[src/rtl/mem_ctrl_pkg.sv]
// Shared definitions for the MEM-stage load/store sequencer.
//   mem_state_t : sequencer FSM states
//   SIZE_*      : encodings of the access-size field (2'b11 is treated as word)
//   size_bytes  : number of bytes touched by an access of a given size
package mem_ctrl_pkg;

    typedef enum logic [2:0] {
        ST_IDLE  = 3'd0,
        ST_REQ0  = 3'd1,
        ST_WAIT0 = 3'd2,
        ST_REQ1  = 3'd3,
        ST_WAIT1 = 3'd4,
        ST_DONE  = 3'd5
    } mem_state_t;

    localparam logic [1:0] SIZE_WORD = 2'b00;
    localparam logic [1:0] SIZE_BYTE = 2'b01;
    localparam logic [1:0] SIZE_HALF = 2'b10;

    function automatic int size_bytes(input logic [1:0] size, input int word_bytes);
        case (size)
            SIZE_BYTE: return 1;
            SIZE_HALF: return 2;
            default:   return word_bytes;
        endcase
    endfunction

endpackage

[src/rtl/mem_lane_align.sv]
// Combinational lane steering for one load/store access.
// Ports:
//   off    : in  byte offset of the access inside a data word
//   size   : in  access size code
//   uns    : in  zero-extend load result when 1
//   wdata  : in  right-justified store data
//   rd_lo  : in  first (lower-address) read word
//   rd_hi  : in  second (higher-address) read word
//   be_lo/be_hi : out byte enables for beat 0 / beat 1
//   wd_lo/wd_hi : out lane-shifted write data for beat 0 / beat 1
//   split  : out access straddles a word boundary
//   rd_ext : out extracted and extended load data
module mem_lane_align
    import mem_ctrl_pkg::*;
#(
    parameter int DATA_WIDTH = 32,
    localparam int NB = DATA_WIDTH / 8,
    localparam int OFFW = $clog2(NB)
) (
    input  logic [OFFW-1:0]       off,
    input  logic [1:0]            size,
    input  logic                  uns,
    input  logic [DATA_WIDTH-1:0] wdata,
    input  logic [DATA_WIDTH-1:0] rd_lo,
    input  logic [DATA_WIDTH-1:0] rd_hi,
    output logic [NB-1:0]         be_lo,
    output logic [NB-1:0]         be_hi,
    output logic [DATA_WIDTH-1:0] wd_lo,
    output logic [DATA_WIDTH-1:0] wd_hi,
    output logic                  split,
    output logic [DATA_WIDTH-1:0] rd_ext
);

    int                      n;
    logic [2*NB-1:0]         mask;
    logic [2*DATA_WIDTH-1:0] wide_wd;
    logic [DATA_WIDTH-1:0]   wide_rd;

    always_comb begin
        n     = size_bytes(size, NB);
        split = (int'(off) + n) > NB;

        // Enables span two words so a straddling access falls into beat 1.
        mask = '0;
        for (int i = 0; i < 2 * NB; i++) begin
            mask[i] = (i >= int'(off)) && (i < int'(off) + n);
        end

        wide_wd = {{DATA_WIDTH{1'b0}}, wdata} << (8 * int'(off));

        // Only the low word of the shifted pair can hold the requested bytes.
        wide_rd = DATA_WIDTH'({rd_hi, rd_lo} >> (8 * int'(off)));

        rd_ext = wide_rd;
        if (size == SIZE_BYTE) begin
            for (int i = 8; i < DATA_WIDTH; i++) rd_ext[i] = ~uns & wide_rd[7];
        end else if (size == SIZE_HALF) begin
            for (int i = 16; i < DATA_WIDTH; i++) rd_ext[i] = ~uns & wide_rd[15];
        end
    end

    assign be_lo = mask[NB-1:0];
    assign be_hi = mask[2*NB-1:NB];
    assign wd_lo = wide_wd[DATA_WIDTH-1:0];
    assign wd_hi = wide_wd[2*DATA_WIDTH-1:DATA_WIDTH];

endmodule

[src/rtl/mem_access_ctrl.sv]
// MEM-stage load/store sequencer in front of a single-port data memory.
// Breaks a byte/half/word access into word-aligned beats, stalls the
// pipeline until it completes and returns extended load data.
//
// Configuration macro: MEM_ACCESS_MISALIGN_SPLIT_EN
//   defined   : accesses crossing a word boundary become two beats
//   undefined : such accesses complete at once with MisalignFaultM=1, no beats
//
// Handshake: a beat transfers in a cycle where DmemReq & DmemReady; the beat
// outputs hold steady until then. Each read beat gets exactly one DmemRvalid,
// in order, no earlier than the cycle after it was accepted.
//
// Ports: pipeline side MemReqM/MemWriteM/SizeM/LoadUnsignedM/AddrM/WriteDataM
// in, StallM/DoneM/ReadDataM/MisalignFaultM out; memory side DmemReq/DmemWe/
// DmemAddr/DmemBe/DmemWdata out, DmemReady/DmemRvalid/DmemRdata in;
// dbg_state exposes the FSM state.
module mem_access_ctrl
    import mem_ctrl_pkg::*;
#(
    parameter int DATA_WIDTH = 32,
    parameter int ADDR_WIDTH = 32
) (
    input  logic                    clk,
    input  logic                    rst_n,
    input  logic                    MemReqM,
    input  logic                    MemWriteM,
    input  logic [1:0]              SizeM,
    input  logic                    LoadUnsignedM,
    input  logic [ADDR_WIDTH-1:0]   AddrM,
    input  logic [DATA_WIDTH-1:0]   WriteDataM,
    output logic                    StallM,
    output logic                    DoneM,
    output logic [DATA_WIDTH-1:0]   ReadDataM,
    output logic                    MisalignFaultM,
    output logic                    DmemReq,
    output logic                    DmemWe,
    output logic [ADDR_WIDTH-1:0]   DmemAddr,
    output logic [DATA_WIDTH/8-1:0] DmemBe,
    output logic [DATA_WIDTH-1:0]   DmemWdata,
    input  logic                    DmemReady,
    input  logic                    DmemRvalid,
    input  logic [DATA_WIDTH-1:0]   DmemRdata,
    output logic [2:0]              dbg_state
);

    localparam int NB   = DATA_WIDTH / 8;
    localparam int OFFW = $clog2(NB);

    mem_state_t            state, state_nxt;
    logic [ADDR_WIDTH-1:0] addr_q;
    logic [1:0]            size_q;
    logic                  we_q, uns_q;
    logic [DATA_WIDTH-1:0] wdata_q, lo_q, hi_q;

    logic                  in_idle, beat1, split, fault_now, enter_done;
    logic [OFFW-1:0]       off_sel;
    logic [1:0]            size_sel;
    logic [DATA_WIDTH-1:0] rd_lo_sel, rd_hi_sel, rd_ext, wd_lo, wd_hi;
    logic [NB-1:0]         be_lo, be_hi;
    logic [ADDR_WIDTH-1:0] beat_addr;

    assign in_idle = (state == ST_IDLE);
    assign beat1   = (state == ST_REQ1);

    // In IDLE the aligner looks at the incoming access so the split/fault
    // decision is ready in the cycle the request is latched.
    assign off_sel  = in_idle ? AddrM[OFFW-1:0] : addr_q[OFFW-1:0];
    assign size_sel = in_idle ? SizeM : size_q;

    // Feed the word arriving this cycle straight through so ReadDataM can be
    // registered on the same edge that enters DONE.
    assign rd_lo_sel = (state == ST_WAIT0) ? DmemRdata : lo_q;
    assign rd_hi_sel = (state == ST_WAIT1) ? DmemRdata : hi_q;

    mem_lane_align #(.DATA_WIDTH(DATA_WIDTH)) u_align (
        .off    (off_sel),
        .size   (size_sel),
        .uns    (uns_q),
        .wdata  (wdata_q),
        .rd_lo  (rd_lo_sel),
        .rd_hi  (rd_hi_sel),
        .be_lo  (be_lo),
        .be_hi  (be_hi),
        .wd_lo  (wd_lo),
        .wd_hi  (wd_hi),
        .split  (split),
        .rd_ext (rd_ext)
    );

`ifdef MEM_ACCESS_MISALIGN_SPLIT_EN
    assign fault_now      = 1'b0;
    assign MisalignFaultM = 1'b0;
`else
    logic fault_q;
    assign fault_now      = in_idle & MemReqM & split;
    assign MisalignFaultM = fault_q & (state == ST_DONE);
`endif

    always_comb begin
        state_nxt = state;
        case (state)
            ST_IDLE:  if (MemReqM) state_nxt = fault_now ? ST_DONE : ST_REQ0;
            ST_REQ0:  if (DmemReady) begin
                          if (!we_q)      state_nxt = ST_WAIT0;
                          else if (split) state_nxt = ST_REQ1;
                          else            state_nxt = ST_DONE;
                      end
            ST_WAIT0: if (DmemRvalid) state_nxt = split ? ST_REQ1 : ST_DONE;
            ST_REQ1:  if (DmemReady) state_nxt = we_q ? ST_DONE : ST_WAIT1;
            ST_WAIT1: if (DmemRvalid) state_nxt = ST_DONE;
            ST_DONE:  state_nxt = ST_IDLE;
            default:  state_nxt = ST_IDLE;
        endcase
    end

    assign enter_done = (state_nxt == ST_DONE) && (state != ST_DONE);

    always_ff @(posedge clk or negedge rst_n) begin
        if (!rst_n) begin
            state     <= ST_IDLE;
            addr_q    <= '0;
            size_q    <= '0;
            we_q      <= 1'b0;
            uns_q     <= 1'b0;
            wdata_q   <= '0;
            lo_q      <= '0;
            hi_q      <= '0;
            ReadDataM <= '0;
`ifndef MEM_ACCESS_MISALIGN_SPLIT_EN
            fault_q   <= 1'b0;
`endif
        end else begin
            state <= state_nxt;
            if (in_idle && MemReqM) begin
                addr_q  <= AddrM;
                size_q  <= SizeM;
                we_q    <= MemWriteM;
                uns_q   <= LoadUnsignedM;
                wdata_q <= WriteDataM;
            end
            if (state == ST_WAIT0 && DmemRvalid) lo_q <= DmemRdata;
            if (state == ST_WAIT1 && DmemRvalid) hi_q <= DmemRdata;
            if (enter_done) begin
                // Stores and rejected accesses report zero load data.
                ReadDataM <= (we_q || fault_now) ? '0 : rd_ext;
`ifndef MEM_ACCESS_MISALIGN_SPLIT_EN
                fault_q   <= fault_now;
`endif
            end
        end
    end

    assign beat_addr = {addr_q[ADDR_WIDTH-1:OFFW], {OFFW{1'b0}}}
                     + (beat1 ? ADDR_WIDTH'(NB) : '0);

    assign DmemReq   = (state == ST_REQ0) || (state == ST_REQ1);
    assign DmemWe    = DmemReq & we_q;
    assign DmemAddr  = DmemReq ? beat_addr : '0;
    assign DmemBe    = DmemReq ? (beat1 ? be_hi : be_lo) : '0;
    assign DmemWdata = DmemReq ? (beat1 ? wd_hi : wd_lo) : '0;

    assign DoneM     = (state == ST_DONE);
    assign StallM    = MemReqM & (state != ST_DONE);
    assign dbg_state = state;

endmodule

[config.mk]
export PLATFORM = sky130hd
export DESIGN_NAME = mem_access_ctrl
export DESIGN_NICKNAME = d
export VERILOG_FILES = /design/src/rtl/mem_ctrl_pkg.sv /design/src/rtl/mem_lane_align.sv /design/src/rtl/mem_access_ctrl.sv
export SDC_FILE = /design/constraint.sdc
export NUM_CORES = 1
export LEC_CHECK = 0
export ABC_AREA = 1
export BUFFER_PORTS_ARGS = -buffer_cell sky130_fd_sc_hd__buf_2
export CORE_MARGIN = 1
export CORE_UTILIZATION = 50
export DETAILED_ROUTE_END_ITERATION = 12
export MAX_ROUTING_LAYER = met4
export PLACE_DENSITY = 0.74
export SYNTH_ARGS = -nofsm -noshare
export SYNTH_HDL_FRONTEND = slang
export SYNTH_SLANG_ARGS = --single-unit
[constraint.sdc]
create_clock -name clk -period 5.2 [get_ports clk]
set_input_delay 0.26 -clock clk [delete_from_list [all_inputs] [get_ports clk]]
set_output_delay 0.26 -clock clk [all_outputs]
set_load 0.05 [all_outputs]
# Word level (Yosys, flattened, before mapping)
# Cells that the tools add are included.
# W data, S select, Z words.
[classes] muxes=25 n_eq_ne=9 shift=2 magnitude_cmp=12 reduce_logical=10 bitwise_logic=8 addsub=2
[op_table] cell="$mux W32" n=6
[op_table] cell="$lt A4 B32 Y1 const A" n=4
[op_table] cell="$lt A3 B32 Y1 const A" n=2
[op_table] cell="$shl A32 B5 Y64" n=1
[op_table] cell="$shr A64 B5 Y32" n=1
[op_table] cell="$add A32 B3 Y32" n=1
[op_table] cell="$lt A1 B32 Y1 const A" n=1
[op_table] cell="$lt A2 B32 Y1 const A" n=1
[op_table] cell="$mux W16" n=2
[op_table] cell="$mux W3" n=9
[op_table] cell="$pmux W3 S5" n=1
[op_table] cell="$eq A3 B3 Y1 const B" n=3
[op_table] cell="$mux W4" n=2
[op_table] cell="$mux W8" n=1
[op_table] cell="$and A1 B1 Y1" n=7
[op_table] cell="$logic_and A1 B1 Y1" n=7
[op_table] cell="$eq A3 B2 Y1 const B" n=2
[op_table] cell="$pmux W3 S2" n=1
[op_table] cell="$add A2 B3 Y4" n=1
[op_table] cell="$ge A1 B2 Y1 const A" n=2
[op_table] cell="$gt A4 B3 Y1 const B" n=1
[op_table] cell="$mux W2" n=2
[op_table] cell="$eq A3 B1 Y1 const B" n=1
[op_table] cell="$logic_not A3 Y1" n=1
[op_table] cell="7 further kinds" n=8
[totals] regBits=168 inputBits=105 word_cells=78

# Depth between registers and ports, before layout
# Gate-level depths: netlist of the first run.
[logic_depth] depth_word=12 ltp_mapped=20

# By module
# Synthesis of the first run repeated with hierarchy kept, for this count alone.
[hier_totals] hier_cells=1796 hier_area_um2=11322.1
[by_module_without_submodules] module="mem_access_ctrl" seq_area_each_um2=4204.0 cells_per_inst=1304 instances=1 area_each_um2=9043.7
[by_module_without_submodules] module="mem_lane_align" seq_area_each_um2=0.0 cells_per_inst=492 instances=1 area_each_um2=2278.4

# Least setup slack after synthesis of the first run
# OpenSTA, ideal clock, no wires.
[synth_timing] kind="reg-to-output" start="register state[0], in the netlist dbg_state[0]" end="output DmemBe[0]" t_required_ns=4.940 n_path_buf=3 path_slack_ns=1.083 stages_incl_launch_ff=17 arrival_ns=3.857 cell_sequence="dfrtp_1 > nor2_8 > nand2_8 > nand2_1 > nand2_2 > buf_6 > buf_4 > buf_2 > ha_1 > fa_1 > nand2_1 > nand2_1 > inv_1 > nor2_1 > nand3_1 > nand3_1 > a221oi_1"
[synth_between] elab_chain_cells=9 word_cells_on_any_way=16 cone_classes="add/sub: 1; order compare: 3; eq/ne: 4; mux: 5; reduce/logical: 3"
[synth_lines] item="from (decl)" line_no="mem_access_ctrl.sv:49" text="mem_state_t state, state_nxt;"
[synth_lines] item="from (signal assigned)" line_no="mem_access_ctrl.sv:133" text="state <= state_nxt;"
[synth_lines] item="$logic_not A3 Y1" line_no="mem_access_ctrl.sv:62" text="assign in_idle = (state == ST_IDLE);"
[synth_lines] item="$mux W2" line_no="mem_access_ctrl.sv:68" text="assign size_sel = in_idle ? SizeM : size_q;"
[synth_lines] item="$eq A2 B2 Y1 / $eq A2 B1 Y1 (equally long branches)" line_no="mem_ctrl_pkg.sv:21" text="case (size)"
[synth_lines] item="$pmux W3 S2" line_no="mem_ctrl_pkg.sv:21"
[synth_lines] item="$add A2 B3 Y4" line_no="mem_lane_align.sv:46" text="mask[i] = (i >= int'(off)) && (i < int'(off) + n);"
[synth_lines] item="$lt A1 B32 Y1" line_no="mem_lane_align.sv:46"
[synth_lines] item="$logic_and A1 B1 Y1" line_no="mem_lane_align.sv:46"
[synth_lines] item="$mux W4" line_no="mem_access_ctrl.sv:159" text="assign DmemBe = DmemReq ? (beat1 ? be_hi : be_lo) : '0;"
[synth_lines] item="$mux W4 *" line_no="mem_access_ctrl.sv:159"
[synth_lines] item="to (decl)" line_no="mem_access_ctrl.sv:38" text="output logic [DATA_WIDTH/8-1:0] DmemBe,"
# Mark *: on every way between the ends. The rest lies on a longest branch, timed or not.

# Worst setup path in the final report of the first run
[layout_timing] start="register state[1], in the netlist dbg_state[1]" end="output DmemAddr[20]"
[layout_between] elab_chain_cells=4 word_cells_on_any_way=6 cone_classes="add/sub: 1; eq/ne: 2; mux: 2; reduce/logical: 1"
[layout_lines] item="$eq A3 B2 Y1" line_no="mem_access_ctrl.sv:63, mem_access_ctrl.sv:156"
[layout_lines] item="$mux W3" line_no="mem_access_ctrl.sv:154" text="+ (beat1 ? ADDR_WIDTH'(NB) : '0);"
[layout_lines] item="$add A32 B3 Y32" line_no="mem_access_ctrl.sv:154"
[layout_lines] item="$mux W32 *" line_no="mem_access_ctrl.sv:158" text="assign DmemAddr = DmemReq ? beat_addr : '0;"
[layout_lines] item="to (decl)" line_no="mem_access_ctrl.sv:37" text="output logic [ADDR_WIDTH-1:0] DmemAddr,"
# Marked as above.

==> impl_metrics.ini, run 1 <==
[run_status]
status = finished with violations
violations = negative hold slack

[drt]
drc = 0
post_drt_wl_per_cell_um = 16.0
viasPerCell = 5.37
vias = 10400
drtIter0Drc = 875
firstDrtPassIters = 5
drtAntennaViolNets = 0
wirelength_um = 31000

[synthesis]
ys_seq_area_share_pct = 39.7
syn_area_um2 = 10100
ys_ff_latch = 160
postSynthAreaPerCell_um2 = 6.70
yosys.area.top_type = dfrtp_1
yosysUniqueCellTypes = 42
synth-edff-count = 0
synth_top_area_share_pct = 39.7
yosys_warnings = 0
async_flop_share_pct = 100
ys.flop_type = dfrtp_1
ys_top_cells_by_area = dfrtp_1, nand2_1, o21ai_0
syn-instance-count = 1503

[die]
die-area_um2 = 20700
initial_core_util_pct = 51.4
core_um2 = 19600
die_h_um = 144
num_rows = 51
die_w_um = 144
ios = 213

[clocking]
clk_latency_ns = 0.44
root_buffer = clkbuf_16
cts_resized = 0
cts_setup_buffers = 0
cts_sinks = 160
cts_tree = built
htree_levels = 4
path_clk_slew_ns = 0.06
cts_buffers = 17
hold_buffers = 0
clockBufferDepth = 2

[critical_path]
crit_type = reg2out
path_max_fanout = 13
ff2ff_setup_slack_ns = 1.08
r2r_cells = 18
worst_setup_path_start_kind = register
critPathTopFamily = simple AND/OR/NAND/NOR gates
worst-path-buf-inv = 2
r2r_start = dbg_state[1]
crit_chain = inv_1, nor2_2, ha_1, ha_1, nand3_1, nor3_1, nand3_1, nor2_1, nand2_1, nor2_1, o21ai_0, a21oi_1, buf_2
worst_setup_path_end_kind = primary output
r2r-end = ReadDataM[1]
critPathRequiredTime_ns = 4.94
slowest_stage = dfrtp_1
cp_slowest_stage_delay_ns = 0.69
arrival_ns = 4.24

[layout]
drive_above_1_share_pct = 16.9
nets = 1766
layout.cells.non_filler = 1933
syn_to_final_growth_pct = 15.4

[sta]
holdWs_ns = -0.0196
rsz0062_at_grt = false
fin_crit_ns = 4.50
finalMaxSlewViolations = 0
slew_headroom_pct = 28.8
finalSetupViolCount = 0
timing.fmax_mhz = 222
fin_setup_tns_ns = 0
tightest_slew_ns = 1.07
hold_viol = 34
setup_ws_ns = 0.705
post-route-period-util_pct = 86.4
skew_ns = 0.0111

[grt]
grt_pass1_vias = 9607
globalRouteTotalUtil_pct = 31.9
grt_pass1_wl_um = 49200
grt.overflow.total = 0
antenna_found_initial = 1
grt_max_degree = 114

[hold_path]
hold_class = in2async

[placement]
gp_congestion = 0.935
port-buffer-count = 210
hpwl_um = 22100
place_ws_ns = 1.11
dp.cells = 1900

[run]
max_cap_viol_count = 0
metal layers:
layer	vias to the layer above	wire [um]	share of wire (%)	global-route usage, %
met3	79	2050	6.6	5.46
met2	422	14400	46	49.9
met1	4775	13300	43	40.7
met4	0	1210	3.9	13.9
li1	5107	-	-	-
met5	-	0	0	-
Yosys cell counts (11+ instances only):
| cell | instances |
|---|---|
| o21ai_0 | 189 |
| nand2_1 | 604 |
| buf_2 | 25 |
| clkbuf_1 | 39 |
| nor2_1 | 63 |
| dfrtp_1 | 160 |
| o21ai_1 | 36 |
| o211ai_1 | 11 |
| nor3_1 | 17 |
| inv_1 | 123 |
| a21oi_1 | 40 |
| nand3_1 | 89 |
cell families (layout without fill, tap and decap cells):
logic type	after synthesis	in the layout	synth area share [%]
simple gates	811	811	33.2
fa+ha+maj	7	7	0.944
xor+xnor	13	13	1.13
mux	1	1	0.112
compound gates	294	294	15.4
flops	160	160	39.7
buf+inv	216	379	9.47
other cells	1	3	0.0372
placed cells by master, fill, tap and decap left out, types with 8 or more instances in the layout:
cell type | netlist | final
xor2_1 | 8 | 8
a31oi_1 | 10 | 10
dfrtp_1 | 160 | 160
nand2_1 | 604 | 604
o21ai_1 | 36 | 36
nor2_1 | 63 | 63
clkbuf_16 | 0 | 17
nand2_2 | 8 | 8
a21oi_1 | 40 | 40
inv_1 | 123 | 123
o21ai_0 | 189 | 189
nand3_1 | 89 | 89
o211ai_1 | 11 | 11
nor3_1 | 17 | 17
buf_2 | 25 | 209
nand4_1 | 10 | 10
state kept, by name, summed over array words and instances, names as in the netlist:
register / flops
ReadDataM: 32
addr_q: 32
lo_q: 32
wdata_q: 32
hi_q: 24
dbg_state: 3
size_q: 2
fault_q: 1
uns_q: 1
we_q: 1
worst max path at each step:
stage | start | end | slack [ns] | depth (start not counted)
after floorplan | dbg_state[0] | DmemBe[0] | 1.08 | 16
after global placement | dbg_state[1] | ReadDataM[0] | 1.25 | 18
after detailed placement | dbg_state[1] | ReadDataM[1] | 1.11 | 18
after CTS | dbg_state[1] | DmemAddr[20] | 0.75 | 13
after global routing | dbg_state[1] | DmemAddr[22] | 0.34 | 14
final | dbg_state[1] | DmemAddr[20] | 0.70 | 13
final cells by class:
type | instances | area [um^2]
Antenna cell | 1 | 2.50
Clock inverter | 14 | 131
Sequential cell | 160 | 4000
Multi-Input combinational cell | 1128 | 5120
Fill cell | 1950 | 7960
Inverter | 130 | 488
Clock buffer | 18 | 439
Timing Repair Buffer | 217 | 1110
Tap cell | 265 | 332
stage by stage:
| stage | instance area (um^2) | utilization [%] | hold WS [ns] |
|---|---|---|---|
| after floorplan | 10100 | - | -0.0356 |
| after global placement | 11100 | 56.4 | 0.454 |
| after detailed placement | 11100 | 56.4 | 0.457 |
| after CTS | 11600 | 59.3 | 0.00474 |
| after global routing | 11600 | 59.4 | 0.00708 |
| final | 11600 | 59.4 | -0.0196 |
Power of run 1 is left out: the tool's default activity adds up to more than one toggle a clock period on the data nets, which glitch-free logic cannot reach.
==> inputs of run 2 (changes only) <==
--- a/config.mk
+++ b/config.mk
@@ -12,2 +12,3 @@
 export DETAILED_ROUTE_END_ITERATION = 12
+export HOLD_SLACK_MARGIN = 0.02
 export MAX_ROUTING_LAYER = met4
--- a/constraint.sdc
+++ b/constraint.sdc
@@ -3,2 +3,2 @@
 set_output_delay 0.26 -clock clk [all_outputs]
-set_load 0.05 [all_outputs]
+set_load 0.01 [all_outputs]
==> run 2 against run 1 <==
  * The run now ends clean
  * Highest routed layer unchanged
  * Critical path type unchanged
  * Clock-buffer cell count grew 3
  * Utilization grew 1.1 points
  * Largest cell class unchanged
  * Clock skew grew 0.0015 ns
  * First-iteration DRC count is 10% higher
  * Global-route usage is 0.24 points higher
  * Sequential cell count unchanged
  * Fmax rose by 7.8%
  * Wire length increased by 0.58%
==> impl_metrics.ini, run 2 (synthesized netlist as in run 1, its figures left out) <==
[placement]
gp_congestion = 0.894
hpwl_um = 22200
port-buffer-count = 210
dp.cells = 1902

[drt]
viasPerCell = 5.34
drtAntennaViolNets = 0
firstDrtPassIters = 6
wirelength_um = 31100
post_drt_wl_per_cell_um = 16.0
vias = 10400
drtIter0Drc = 965
drc = 0

[run_status]
status = completed

[clocking]
cts_setup_buffers = 0
root_buffer = clkbuf_16
clk_latency_ns = 0.44
cts_tree = built
path_clk_slew_ns = 0.07
htree_levels = 4
cts_sinks = 160
clockBufferDepth = 2
cts_buffers = 17

[critical_path]
arrival_ns = 3.91
r2r_cells = 18
critPathRequiredTime_ns = 4.94
crit_type = reg2out
cp_slowest_stage_delay_ns = 0.68
worst_setup_path_end_kind = primary output
crit_chain = inv_1, nor2_2, buf_4, ha_1, ha_1, nand3_1, nor3_1, nand3_1, nor2_1, nand2_1, nor2_1, nand2_1, o21ai_0, nor2_1, buf_2
r2r_start = dbg_state[1]
cp_common_cell = nor2_1
slowest_stage = dfrtp_1
path_max_fanout = 13
ff2ff_setup_slack_ns = 1.07
worst_setup_path_start_kind = register
r2r-end = ReadDataM[5]

[hold_path]
worstHoldEndpoint = wdata_q[14]
hp-start = WriteDataM[14]
hold_depth = 3
hold_class = in2reg

[grt]
grt.overflow.total = 0
grt_max_degree = 96
globalRouteTotalUtil_pct = 32.2
antenna_found_initial = 1
grt_pass1_vias = 9649
grt_pass1_wl_um = 49300

[sta]
rsz0062_at_grt = false
tightest_slew_ns = 0.958
hold_viol = 0
slew_headroom_pct = 36.1
fin_crit_ns = 4.17
fin_setup_tns_ns = 0
post-route-period-util_pct = 80.2
finalMaxSlewViolations = 0
skew_ns = 0.0126
finalSetupViolCount = 0
timing.fmax_mhz = 240

[layout]
drive_above_1_share_pct = 16.7
layout.cells.non_filler = 1951
layout_common_cells = nand2_1, buf_2, o21ai_0, dfrtp_1, inv_1
n_fill_cell = 1811
final_common_cell = nand2_1
nets = 1783
syn_to_final_growth_pct = 17.6

[pwr]
p_comb_share_pct = 57.9
p_int_mw = 4.15
p_sw_mw = 4.33
irDropWorstVdd_uv = 419
seqPwrFrac_pct = 26.3
powerDensity_nw_per_um2 = 716
p_leak_nw = 6.34
clkPwrFrac_pct = 15.8
power.share.switching_pct = 51.0

[die]
core_um2 = 19600
ios = 213
initial_core_util_pct = 51.4
num_rows = 51
die-area_um2 = 20700
die_h_um = 144
die_w_um = 144

[run]
max_cap_viol_count = 0
[run 2: changes by cell type in the layout (fill, tap and decap cells not counted)]
cell / delta
buf_4: +2
bufinv_16: +2
clkbuf_1: +1
clkbuf_8: +2
clkinv_2: -3
clkinv_4: -3
clkinvlp_4: +3
diode_2: +1
dlygate4sd3_1: +15
inv_6: -1
inv_8: -1
[run 2: final cells by class]
| cell class | instances | area (um^2) | share of cell area (%) |
|---|---|---|---|
| multi-input combinational | 1128 | 5120 | 43.2 |
| sequential | 160 | 4000 | 33.8 |
| timing repair buffer | 234 | 1270 | 10.8 |
| inverter | 130 | 488 | 4.12 |
| clock buffer | 21 | 470 | 3.97 |
| tap | 265 | 332 | 2.80 |
| clock inverter | 11 | 153 | 1.29 |
| antenna | 2 | 5.00 | 0.0422 |
[run 2: timing repair]
action / CTS / global route
endpoints found under the setup margin: 0 / 0
hold buffers: 13 / 2
gates resized for setup: 0 / 0
endpoints found under the hold margin: 79 / 2
[run 2: power by group through the flow]
stage / logic [mW] / registers, mW / clock network (mW)
after floorplan: 3.62 / 2.16 / 0
after global placement: 4.79 / 2.22 / 0
after detailed placement: 4.85 / 2.23 / 0
after CTS: 4.89 / 2.22 / 1.34
after global routing: 5.56 / 2.29 / 1.40
final: 4.91 / 2.23 / 1.34
[run 2: how the worst max path moves through the flow]
stage	startpoint	cells past startpoint	endpoint	slack, ns
after CTS	dbg_state[1]	15	DmemAddr[22]	1.05
after floorplan	dbg_state[0]	19	ReadDataM[6]	2.01
after detailed placement	dbg_state[1]	18	ReadDataM[5]	1.10
after global placement	dbg_state[1]	18	ReadDataM[0]	1.25
after global routing	dbg_state[1]	15	DmemAddr[22]	0.61
final	dbg_state[1]	15	DmemAddr[22]	1.03
[run 2: metal layers]
metal	global-route usage, %	up-vias	share of wire (%)
met4	13.5	0	3.4
met3	6.26	70	6.7
met1	40.0	4785	42
met2	51.2	402	48
met5	-	-	0
li1	-	5154	-
[run 2: per-stage QoR]
stage               setup slack, ns  utilization, %  hold slack, ns  instance area (um^2)  power [mW]
finish                         1.03            60.5          0.0201                 11800        8.48
global route                  0.609            60.5          0.0211                 11800        9.25
CTS                            1.05            60.4          0.0201                 11800        8.45
detailed placement             1.10            56.5           0.317                 11100        7.09
global placement               1.25            56.5           0.317                 11100        7.01
floorplan                      2.01               -         -0.0356                 10100        5.78
[run 2: critical path: cells and delay by family (launching register included)]
kind            cells  cell delay, ns
simple gates        9            1.51
flops               1            0.68
buf+inv             3            0.64
fa+ha+maj           2            0.48
compound gates      1            0.15
Power figures use the tool's default switching activity.
==> inputs of run 3 (changes only) <==
- PLACE_DENSITY: 0.74 -> 0.77
- clock period: 5.2 -> 3.7 ns (I/O delays scaled with it)
==> run 3 against run 2 <==
  * Worst hold slack better by 0.015 ns
  * Setup slack worse by 0.83 ns
  * Clock-buffer cell count up 1
  * Sequential power up 39%
  * Final cell count up 4.0%
  * Clock skew about the same
  * Non-clock buffer count up 77
  * Combinational power up 50%
  * Cell area up 6.6%
  * Power up 44%
  * Critical path depth up 1
  * Sequential cell count unchanged
==> impl_metrics.ini, run 3 (synthesized netlist as in run 1, its figures left out) <==
[run_status]
status = completed

[layout]
nets = 1862
layout.cells.non_filler = 2029
layout_common_cells = nand2_1, buf_2, o21ai_0, dfrtp_1, inv_1
final_util_pct = 64.5
n_fill_cell = 1739
final_common_cell = nand2_1
syn_to_final_growth_pct = 25.4
regArea_um2 = 4000
drive_above_1_share_pct = 17.4
final_cell_area_um2 = 12600
multi_input_area_um2 = 5180

[sta]
timing.fmax_mhz = 286
skew_ns = 0.0124
finalSetupViolCount = 0
setup_ws_ns = 0.200
hold_viol = 0
tightest_slew_ns = 1.02
post-route-period-util_pct = 94.6
fin_crit_ns = 3.50
finalMaxSlewViolations = 0
slew_headroom_pct = 32.2

[clocking]
cts_sinks = 160
root_buffer = clkbuf_16
clk_latency_ns = 0.44
path_clk_slew_ns = 0.07
htree_levels = 4
clockBufferDepth = 2
cts_buffers = 17
cts_tree = built

[grt]
grt.overflow.total = 0
globalRouteTotalUtil_pct = 33.6
antenna_found_initial = 1
grt_pass1_vias = 10300
grt_max_degree = 105
grt_pass1_wl_um = 52000

[die]
num_rows = 51
core_um2 = 19600
die-area_um2 = 20700
ios = 213
die_h_um = 144
initial_core_util_pct = 51.4
die_w_um = 144

[critical_path]
arrival_ns = 3.32
cp_slowest_stage_delay_ns = 0.44
critPathTopFamily = simple AND/OR/NAND/NOR gates
slowest_stage = dfrtp_1
path_max_fanout = 6
worst_setup_path_start_kind = register
crit_type = reg2out
critPathRequiredTime_ns = 3.51
crit_chain = buf_4, inv_2, nand2_4, nor2_2, ha_1, ha_1, nand3_1, nor3_4, nand3_1, nor2_1, nand2_1, nor2_2, nand2_1, o21ai_0, nor2_1, buf_2
worst_setup_path_end_kind = primary output
worst-path-buf-inv = 3

[drt]
viasPerCell = 5.38
wirelength_um = 33100
vias = 10900
post_drt_wl_per_cell_um = 16.3
drtAntennaViolNets = 0
firstDrtPassIters = 5
drtIter0Drc = 960
drc = 0

[run]
max_cap_viol_count = 0

[pwr]
irDropWorstVdd_uv = 645
powerDensity_nw_per_um2 = 968
total_power_mw = 12.2
p_leak_nw = 6.69

[placement]
place_ws_ns = -0.000612
port-buffer-count = 210
hpwl_um = 22400
dp.cells = 1911
postPlaceCellArea_um2 = 11200
gp_congestion = 0.904

[hold_path]
hold_class = in2reg
==> run 3: repair_timing <==
| item | CTS | global route |
|---|---|---|
| resized for setup | 3 | 9 |
| endpoints found under the setup margin | 17 | 34 |
| setup buffers | 0 | 6 |
| pin swaps | 0 | 3 |
| hold endpoints to repair | 179 | 0 |
| gates cloned | 0 | 2 |
| hold buffers | 77 | 0 |
==> run 3: final timing paths <==
path	slack (ns)	to	depth (start not counted)	start
worst min register to register	0.47	lo_q[31]	2	lo_q[31]
min in group asynchronous	0.41	lo_q[2]	2	rst_n
worst max register to register	0.28	ReadDataM[2]	16	dbg_state[2]
worst min-delay path	0.03	lo_q[29]	3	DmemRdata[29]
worst max-delay path	0.20	DmemAddr[22]	16	dbg_state[2]
max in group asynchronous	2.31	hi_q[4]	3	rst_n
==> run 3: metal layers <==
| layer | wire length (um) | vias up | global-route usage (%) |
|---|---|---|---|
| li1 | - | 5299 | - |
| met1 | 13500 | 4997 | 40.9 |
| met2 | 15600 | 514 | 53.3 |
| met3 | 2420 | 96 | 6.06 |
| met4 | 1510 | 0 | 17.1 |
| met5 | 0 | - | - |
==> run 3: worst register-to-register path, cell delays in order, from the launching register on <==
cell	delay, ns
dfrtp_1	0.44
nor2_8	0.23
nand2_8	0.10
o21ai_1	0.21
inv_1	0.08
ha_2	0.22
ha_1	0.23
fa_1	0.44
inv_1	0.14
nand2_1	0.07
nand3_1	0.15
nand2_1	0.13
nand2_2	0.12
nand4_1	0.22
buf_4	0.23
nand2_2	0.19
o21ai_1	0.11
==> run 3: area by class of cell <==
cell class	count	share of cell area [%]
multi-input combinational	1130	41.0
sequential	160	31.7
timing repair buffer	311	16.2
inverter	130	3.86
clock buffer	22	3.83
tap	265	2.62
clock inverter	10	0.792
antenna	1	0.0198
==> run 3: metrics by stage <==
stage | TNS [ns] | hold slack, ns
finish | 0 | 0.0346
CTS | 0 | 0.0222
global placement | 0 | 0.378
floorplan | 0 | -0.111
global route | -0.00388 | 0.0298
detailed placement | -0.000612 | 0.378
==> run 3: where the power goes <==
part	internal [mW]	switching (mW)	total, mW
Clock	1.00	0.762	1.77
Sequential	2.55	0.545	3.10
Combinational	2.36	5.01	7.37
Total	5.91	6.32	12.2
